$ cat src/rtl/audio_pkg.sv
// Shared types and helpers for the audio DC-blocker datapath.
package audio_pkg;

    localparam int SAMPLE_W = 16;

    typedef logic signed [SAMPLE_W-1:0] sample_t;

    typedef enum logic [1:0] {IDLE, CH_L, CH_R, EMIT} state_t;

    typedef struct packed {
        logic    ovf;
        sample_t val;
    } sat_t;

    // Clamp a wide signed value into the 16-bit sample range, flagging overflow.
    function automatic sat_t sat16(input logic signed [31:0] acc);
        sat_t r;
        if (acc > 32'sd32767) begin
            r.ovf = 1'b1;
            r.val = 16'sh7FFF;
        end else if (acc < -32'sd32768) begin
            r.ovf = 1'b1;
            r.val = 16'sh8000;
        end else begin
            r.ovf = 1'b0;
            r.val = acc[15:0];
        end
        return r;
    endfunction

endpackage

$ cat src/rtl/dc_block_step.sv
// One step of the first-order DC-blocking high-pass IIR, purely combinational.
module dc_block_step
    import audio_pkg::*;
#(
    parameter int K    = 10,
    parameter int FRAC = 8
) (
    input  sample_t                          x,
    input  sample_t                          x_prev,
    input  logic signed [SAMPLE_W+FRAC+1:0]  acc,
    output logic signed [SAMPLE_W+FRAC+1:0]  acc_next,
    output sample_t                          y,
    output logic                             sat
);

    localparam int W = SAMPLE_W + FRAC + 2;

    logic signed [SAMPLE_W:0]   d;
    logic signed [W-1:0]        d_scaled;
    logic signed [W-FRAC-1:0]   y_wide;
    sat_t                       y_sat;

    // The 17-bit difference of two sign-extended samples can never wrap.
    assign d        = {x[SAMPLE_W-1], x} - {x_prev[SAMPLE_W-1], x_prev};
    assign d_scaled = W'(d) <<< FRAC;
    assign acc_next = acc + d_scaled - (acc >>> K);
    assign y_wide   = acc_next[W-1:FRAC];
    assign y_sat    = sat16(32'(y_wide));
    assign y        = y_sat.val;
    assign sat      = y_sat.ovf;

endmodule

$ cat src/rtl/audio_dc_blocker.sv
// Decimating stereo DC blocker: divider strobe, shared IIR step sequenced L then R, saturating output.
module audio_dc_blocker
    import audio_pkg::*;
#(
    parameter int DIV  = 447,
    parameter int K    = 10,
    parameter int FRAC = 8
) (
    input  logic        clk_sys,
    input  logic        reset_n,
    input  logic [15:0] in_l,
    input  logic [15:0] in_r,
    input  logic        bypass,
    input  logic        mute,
    output logic [15:0] out_l,
    output logic [15:0] out_r,
    output logic        out_valid,
    output logic        clip
);

    localparam int          ACC_W    = SAMPLE_W + FRAC + 2;
    localparam logic [15:0] DIV_LAST = 16'(DIV - 1);

    logic [15:0]             cnt_q, cnt_d;
    state_t                  state_q, state_d;
    sample_t                 xl_q, xl_d, xr_q, xr_d;
    sample_t                 xp_l_q, xp_l_d, xp_r_q, xp_r_d;
    logic signed [ACC_W-1:0] acc_l_q, acc_l_d, acc_r_q, acc_r_d;
    sample_t                 y_l_q, y_l_d, y_r_q, y_r_d;
    sample_t                 out_l_q, out_l_d, out_r_q, out_r_d;
    logic                    valid_q, valid_d;
    logic                    clip_q, clip_d;
    logic                    strobe;

    logic                    use_r;
    sample_t                 step_x, step_xp, step_y, step_out;
    logic signed [ACC_W-1:0] step_acc, step_acc_next;
    logic                    step_sat;

    // Operand muxing stays outside the FSM block so the shared step is not a combinational loop.
    assign use_r    = (state_q == CH_R);
    assign step_x   = use_r ? xr_q   : xl_q;
    assign step_xp  = use_r ? xp_r_q : xp_l_q;
    assign step_acc = use_r ? acc_r_q : acc_l_q;
    assign step_out = mute ? '0 : (bypass ? step_x : step_y);

    dc_block_step #(.K(K), .FRAC(FRAC)) u_step (
        .x        (step_x),
        .x_prev   (step_xp),
        .acc      (step_acc),
        .acc_next (step_acc_next),
        .y        (step_y),
        .sat      (step_sat)
    );

    always_comb begin
        // NOTE: every signal gets its hold value first, so no path through the case infers a latch.
        strobe  = (cnt_q == DIV_LAST);
        cnt_d   = strobe ? '0 : cnt_q + 16'd1;
        state_d = state_q;
        xl_d    = xl_q;
        xr_d    = xr_q;
        xp_l_d  = xp_l_q;
        xp_r_d  = xp_r_q;
        acc_l_d = acc_l_q;
        acc_r_d = acc_r_q;
        y_l_d   = y_l_q;
        y_r_d   = y_r_q;
        out_l_d = out_l_q;
        out_r_d = out_r_q;
        valid_d = 1'b0;
        clip_d  = clip_q;

        unique case (state_q)
            IDLE: begin
                if (strobe) begin
                    xl_d    = in_l ^ 16'h8000;
                    xr_d    = in_r ^ 16'h8000;
                    state_d = CH_L;
                end
            end
            CH_L: begin
                acc_l_d = step_acc_next;
                xp_l_d  = xl_q;
                y_l_d   = step_out;
                clip_d  = clip_q | step_sat;
                state_d = CH_R;
            end
            CH_R: begin
                acc_r_d = step_acc_next;
                xp_r_d  = xr_q;
                y_r_d   = step_out;
                clip_d  = clip_q | step_sat;
                state_d = EMIT;
            end
            EMIT: begin
                out_l_d = y_l_q;
                out_r_d = y_r_q;
                valid_d = 1'b1;
                state_d = IDLE;
            end
            default: state_d = IDLE;
        endcase
    end

    always_ff @(posedge clk_sys) begin
        // NOTE: non-blocking assignments so every register samples pre-edge values regardless of order.
        if (!reset_n) begin
            cnt_q   <= '0;
            state_q <= IDLE;
            xl_q    <= '0;
            xr_q    <= '0;
            xp_l_q  <= '0;
            xp_r_q  <= '0;
            acc_l_q <= '0;
            acc_r_q <= '0;
            y_l_q   <= '0;
            y_r_q   <= '0;
            out_l_q <= '0;
            out_r_q <= '0;
            valid_q <= 1'b0;
            clip_q  <= 1'b0;
        end else begin
            cnt_q   <= cnt_d;
            state_q <= state_d;
            xl_q    <= xl_d;
            xr_q    <= xr_d;
            xp_l_q  <= xp_l_d;
            xp_r_q  <= xp_r_d;
            acc_l_q <= acc_l_d;
            acc_r_q <= acc_r_d;
            y_l_q   <= y_l_d;
            y_r_q   <= y_r_d;
            out_l_q <= out_l_d;
            out_r_q <= out_r_d;
            valid_q <= valid_d;
            clip_q  <= clip_d;
        end
    end

    assign out_l     = out_l_q;
    assign out_r     = out_r_q;
    assign out_valid = valid_q;
    assign clip      = clip_q;

endmodule

$ cat config.mk
export PLATFORM = sky130hd
export DESIGN_NAME = audio_dc_blocker
export DESIGN_NICKNAME = d
export VERILOG_FILES = /design/src/rtl/audio_pkg.sv /design/src/rtl/dc_block_step.sv /design/src/rtl/audio_dc_blocker.sv
export SDC_FILE = /design/constraint.sdc
export NUM_CORES = 1
export LEC_CHECK = 0
export CORE_ASPECT_RATIO = 1.2
export CORE_MARGIN = 3
export CORE_UTILIZATION = 50
export CTS_CLUSTER_DIAMETER = 40
export DETAILED_ROUTE_END_ITERATION = 6
export GPL_TIMING_DRIVEN = 1
export HOLD_SLACK_MARGIN = 0.03
export PLACE_DENSITY = 0.65
export SKIP_CTS_REPAIR_TIMING = 1
export SLEW_MARGIN = 20
export SYNTH_ARGS = -nofsm -noshare
export SYNTH_HDL_FRONTEND = slang
export SYNTH_HIERARCHICAL = 1
export SYNTH_SLANG_ARGS = --single-unit
$ cat constraint.sdc
create_clock -name clk_sys -period 19.39 [get_ports clk_sys]
set_input_delay 3.878 -clock clk_sys [delete_from_list [all_inputs] [get_ports clk_sys]]
set_output_delay 3.878 -clock clk_sys [all_outputs]
set_load 0.05 [all_outputs]
Word-level counts from Yosys, hierarchy flattened --
Cells that the tools add are included.
Operators by class: $add $sub $neg 4, $lt $le $gt $ge 2, eq/ne operators 5, muxes and demuxes 10, bitwise gates (word level) 4, reduce and logical (&&, ||, !) cells 4
Operator list (count):
- two-way mux 16 bit | 4
- two-way mux 17 bit | 2
- adder 26 x 25 -> 26 bit | 1
- two-way mux 26 bit | 1
- subtractor 26 x 16 -> 26 bit | 1
- greater-than comparator 18 x 16 -> 1 bit, second input constant | 1
- less-than comparator 18 x 16 -> 1 bit, second input constant | 1
- subtractor 16 x 16 -> 17 bit | 1
- adder 16 x 1 -> 16 bit, second input constant | 1
- == test 16 x 9 -> 1 bit, second input constant | 1
- one-hot mux 2 bit (4 select lines) | 1
- == test 2 bit, second input constant | 2
- OR reduction 2 bit | 2
- inverter 1 bit | 3
- == test 2 x 1 -> 1 bit, second input constant | 1
- zero test 2 bit | 1
- two-way mux 2 bit | 1
- inequality test 2 bit, second input constant | 1
- AND reduction 2 bit | 1
- two-way mux 1 bit | 1
- OR 1 bit | 1
Storage, ports and cells: bits in registers 200, input port bits 36, output and inout bits 34, word-level logic and storage cells 43

Depth between registers and ports, before layout --
depth after elaboration 10, depth in mapped cells 35, gate-level depth less buffers 33

Cells and area by module --
Netlist, hierarchy kept.
Modules (own cells, without submodules):
- audio_dc_blocker | instances 1, cells each 855, area an instance 8670.8 µm², seq. area each 4003.8 µm²
- dc_block_step | instances 1, cells each 389, area an instance 2909.0 µm², seq. area each 0.0 µm²

Worst setup path before layout --
Ideal clock, no wire load.
path type reg-to-reg, from register state_q[0], to register y_l_q[14], arrival time 6.610 ns, path slack 12.714 ns, stages on the path, launching flop included 36, buffers on the path 4, clock period less this slack 6.676 ns, cell sequence dfxtp_1 > inv_1 > ha_1 > buf_2 > buf_2 > clkbuf_1 > mux2_2 > ha_1 > inv_1 > fa_1 > a21o_1 > a21oi_1 > o21bai_1 > o21ba_2 > or2_2 > o31a_1 > a21o_1 > a21oi_1 > xor2_1 > fa_1 > inv_1 > ha_1 > and2_1 > o21a_1 > o21ai_0 > nor3_1 > a211o_1 > nor2_2 > xor2_2 > o21bai_2 > buf_2 > o41ai_1 > nor2_1 > a311oi_1 > mux2i_1 > nor2b_1
On the way: longest elaborated chain between the ends 10
Ends and longest elaborated chain:
- start: declaration | RTL line audio_dc_blocker.sv:25 | state_t state_q, state_d;
- start signal: assignment | RTL line audio_dc_blocker.sv:125 | state_q <= state_d;
- == test 2 bit * | RTL line audio_dc_blocker.sv:41 | assign use_r = (state_q == CH_R);
- two-way mux 16 bit * | RTL line audio_dc_blocker.sv:43 | assign step_xp = use_r ? xp_r_q : xp_l_q;
- named net step_xp[0] | RTL line audio_dc_blocker.sv:36 | sample_t step_x, step_xp, step_y, step_out;
- subtractor 16 x 16 -> 17 bit * | RTL line dc_block_step.sv:24 | assign d = {x[SAMPLE_W-1], x} - {x_prev[SAMPLE_W-1], x_prev};
- adder 26 x 25 -> 26 bit * | RTL line dc_block_step.sv:26 | assign acc_next = acc + d_scaled - (acc >>> K);
- subtractor 26 x 16 -> 26 bit * | RTL line dc_block_step.sv:26
- named net step_acc_next[25] | RTL line audio_dc_blocker.sv:37 | logic signed [ACC_W-1:0] step_acc, step_acc_next;
- less-than comparator 18 x 16 -> 1 bit | RTL line audio_pkg.sv:21 | end else if (acc < -32'sd32768) begin
- two-way mux 17 bit | RTL line audio_pkg.sv:21
- two-way mux 17 bit * | RTL line audio_pkg.sv:18 | if (acc > 32'sd32767) begin
- named net step_y[14] | RTL line audio_dc_blocker.sv:36
- two-way mux 16 bit * (2 in a row) | RTL line audio_dc_blocker.sv:45 | assign step_out = mute ? '0 : (bypass ? step_x : step_y);
- end signal: assignment | RTL line audio_dc_blocker.sv:132 | y_l_q <= y_l_d;
- end: declaration | RTL line audio_dc_blocker.sv:29 | sample_t y_l_q, y_l_d, y_r_q, y_r_d;
Mark *: on every way through the listed nets, which the timed path passes. The rest lies on a longest branch. A chain may end at the register's enable or synchronous reset.

Final worst setup path --
from register state_q[0], to register y_r_q[1]
On the way: longest elaborated chain between the ends 10
Ends and longest elaborated chain:
- == test 2 bit * | RTL line audio_dc_blocker.sv:41
- two-way mux 16 bit * | RTL line audio_dc_blocker.sv:43
- named net step_xp[1] | RTL line audio_dc_blocker.sv:36
- subtractor 16 x 16 -> 17 bit * | RTL line dc_block_step.sv:24
- adder 26 x 25 -> 26 bit * | RTL line dc_block_step.sv:26
- subtractor 26 x 16 -> 26 bit * | RTL line dc_block_step.sv:26
- named net step_acc_next[25] | RTL line audio_dc_blocker.sv:37
- less-than comparator 18 x 16 -> 1 bit | RTL line audio_pkg.sv:21
- two-way mux 17 bit | RTL line audio_pkg.sv:21
- two-way mux 17 bit * | RTL line audio_pkg.sv:18
- named net step_y[1] | RTL line audio_dc_blocker.sv:36
- two-way mux 16 bit * (2 in a row) | RTL line audio_dc_blocker.sv:45
- end signal: assignment | RTL line audio_dc_blocker.sv:133 | y_r_q <= y_r_d;
- end: declaration | RTL line audio_dc_blocker.sv:29
Marked as above.

==> results_dict.tcl <==
set metrics [dict create \
    dp_slack_ns 11.50 \
    use_met2_pct 34.4 \
    timing.critical_path.buf_inv 3 \
    synth_compound_gate_area_share_pct 9.96 \
    dpl.hpwl_um 19500 \
    path_max_fanout 45 \
    first_pass_iters 5 \
    fin_setup_tns_ns 0 \
    synth_fa_ha_area_share_pct 9.23 \
    grt_use_met1_pct 28.3 \
    yosysSeqAreaShare_pct 34.6 \
    rsz0062_at_grt "no" \
    grtUsageTotal_pct 21.0 \
    synth_flop_cell "dfxtp_1" \
    initial_core_util_pct 51.2 \
    slew_headroom_pct 31.0 \
    drtIter0Drc 453 \
    endpoint_kind "flip-flop" \
    vias_per_cell 5.19 \
    avgSynthCellArea_sq_um 9.31 \
    postLayoutCellArea_sq_um 13000 \
    cp_slowest_cell "a311oi_1" \
    ff2ff_setup_slack_ns 11.38 \
    seq_area_sq_um 4000 \
    peakVddDrop_mv 0.0531 \
    multi_input_area_sq_um 6960 \
    synth_area_sq_um 11600 \
    grt-ovfl-total 0 \
    tightest_slew_ns 1.04 \
    fin_crit_ns 8.01 \
    synthMuxAreaShare_pct 18.4 \
    drt_wl_total_um 26500 \
    critPathRequiredTime_ns 19.78 \
    grt_pass1_vias 8076 \
    grt_pass1_wl_um 43100 \
    met3_usage_pct 3.67 \
    port_buffers 69 \
    fin_util_pct 57.7 \
    crit_type "reg -> reg" \
    core_region_area_sq_um 22600 \
    fp.dieH_um 173 \
    clock_sinks 200 \
    ant_nets 0 \
    synth-edff-count 0 \
    clk_pin_slew_ns 0.09 \
    skew_ns 0.0143 \
    num_io_pins 70 \
    instances_no_fill 1595 \
    clk_latency_ns 0.45 \
    synth_top_family_by_area "simple AND/OR/NAND/NOR gates" \
    max_freq_ghz 0.125 \
    placed_cells 1563 \
    cpPeakStageDelay_ns 0.61 \
    hold_violations 0 \
    placedInstanceArea_sq_um 12400 \
    syn_inst 1244 \
    worstHoldPathType "reg -> reg" \
    antenna_found_initial 0 \
    detail_route.wl_per_cell_um 16.6 \
    fin_nets 1382 \
    cts_tree "yes" \
    dieArea_sq_um 25000 \
    cp.arrival_ns 8.39 \
    syn-num-nets 1354 \
    cts_made_buffers 17 \
    antennaDiodeCount 0 \
    max-cap-violations 0 \
    cts_buffer_depth 2 \
    grt-busiest-layer "met2" \
    cp_top_family "compound AO/OA/AOI/OAI gates" \
    fin_ws_ns 11.38 \
    crit_top_cell "o21ai_0" \
    setup_violations 0 \
    yosys.area_share.simple_pct 18.7 \
    power_leakage_nw 5.03 \
    fin_crit_sh_pct 41.3 \
    async_reset_ff_share_pct 0 \
    worst_hold_slack_ns 0.467 \
    h-tree-depth 4 \
    clockRootBuffer "clkbuf_16" \
    synth-warning-count 6 \
    routed-via-count 8282 \
    grt_max_degree 129 \
    drc_errors 0 \
    synth_seq_cells 200 \
    drive_gt1_share_pct 8.56 \
    synth_cell_types 72 \
    run_status "finished, final reports clean" \
    gp_congestion 0.882 \
    nFillCells 2028 \
    maxSlewViolCount 0 \
    rows 60 \
    yosys.area_share.xor_xnor_pct 3.54 \
    power_density_nw_per_um2 62.6 \
    area_growth_syn_to_layout_pct 12.5 \
    fin_total_pwr_mw 0.815 \
    startpoint_type "flip-flop" \
    fp.dieW_um 145 \
]
-- power breakdown --
part,switching [mW],total (mW),internal [mW]
Clock,0.196,0.379,0.183
Sequential,0.000853,0.412,0.411
Combinational,0.0121,0.0248,0.0128
Total,0.209,0.815,0.607
-- cell usage in the layout, fill, tap and decap left out, types with 4 or more instances in the layout --
master           instances
nor4_1                   5
a311oi_1                16
mux2_2                  42
dfxtp_1                200
nand2_1                121
or2_2                    6
o21bai_1                 4
clkbuf_16               17
a21oi_1                 28
xnor2_1                 22
fa_1                    19
buf_4                    4
mux2i_1                166
inv_1                   85
and2_1                   5
a21boi_0                17
nor2_1                  48
o211ai_1                 4
o21a_1                   8
nand3_1                 13
clkinv_8                 4
ha_1                    52
nand2b_1                41
clkdlybuf4s50_1         67
nand4_1                  5
o21ai_1                 11
a21o_1                  13
nor3_1                   9
xor2_1                  23
o21ai_0                 21
nor2b_1                140
inv_12                   6
-- registers in the layout, indices dropped and copies added, names as in the netlist --
| signal | cells |
|---|---|
| acc_r_q | 26 |
| acc_l_q | 26 |
| out_valid | 1 |
| xp_r_q | 16 |
| state_q | 2 |
| xp_l_q | 16 |
| out_l | 16 |
| clip | 1 |
| y_r_q | 16 |
| out_r | 16 |
| xl_q | 16 |
| cnt_q | 16 |
| y_l_q | 16 |
| xr_q | 16 |
-- metal layers --
layer / vias to the layer above / wire (um)
li1: 4261 / -
met1: 3847 / 12500
met2: 137 / 12400
met3: 37 / 900
met4: 0 / 722
met5: - / 0
-- layout make-up --
class	instances	area share [%]
well taps	310	2.98
clock inverters	15	1.69
repair buffers	73	5.50
inverters	85	2.45
flip-flops and latches	200	30.7
multi-input cells	895	53.4
clock buffers	17	3.26
-- cell families (layout without fill, tap and decap cells) --
logic type / count (synthesis) / count (layout)
xor gates and xnor gates: 46 / 46
AOI/OAI and AO/OA: 157 / 157
DFF: 200 / 200
adders and majority gates: 74 / 74
buffers and inverters: 149 / 190
and+or+nand+nor: 410 / 410
muxes: 208 / 208
-- tightest hold or removal path, stage by stage (launching register included) --
cell	delay [ns]
dfxtp_1	0.32
nand2_1	0.05
mux2i_1	0.05
-- cells in the mapped netlist (3+ instances only) --
| cell | instances | area, sq um |
|---|---|---|
| a211o_1 | 3 | 26.3 |
| a21boi_0 | 17 | 128 |
| a21o_1 | 13 | 97.6 |
| a21oi_1 | 28 | 140 |
| a311oi_1 | 16 | 140 |
| and2_1 | 5 | 31.3 |
| buf_12 | 3 | 60.1 |
| buf_2 | 19 | 95.1 |
| clkbuf_1 | 38 | 143 |
| dfxtp_1 | 200 | 4000 |
| fa_1 | 19 | 380 |
| ha_1 | 55 | 688 |
| inv_1 | 85 | 319 |
| mux2_2 | 42 | 473 |
| mux2i_1 | 166 | 1660 |
| nand2_1 | 121 | 454 |
| nand2b_1 | 41 | 257 |
| nand3_1 | 13 | 65.1 |
| nand4_1 | 5 | 31.3 |
| nor2_1 | 48 | 180 |
| nor2b_1 | 140 | 876 |
| nor3_1 | 9 | 45.0 |
| nor4_1 | 5 | 31.3 |
| o211ai_1 | 4 | 30.0 |
| o21a_1 | 8 | 60.1 |
| o21ai_0 | 21 | 105 |
| o21ai_1 | 11 | 55.1 |
| o21bai_1 | 4 | 30.0 |
| or2_2 | 5 | 31.3 |
| xnor2_1 | 22 | 193 |
| xor2_1 | 23 | 201 |
-- worst paths after layout --
path	startpoint	endpoint	cells after the start
worst max register to register	state_q[0]	y_r_q[1]	29
worst min register to register	xr_q[15]	xr_q[15]	2
worst min-delay path	xr_q[15]	xr_q[15]	2
worst max-delay path	state_q[0]	y_r_q[1]	29
(Power assumes the default switching activity.)
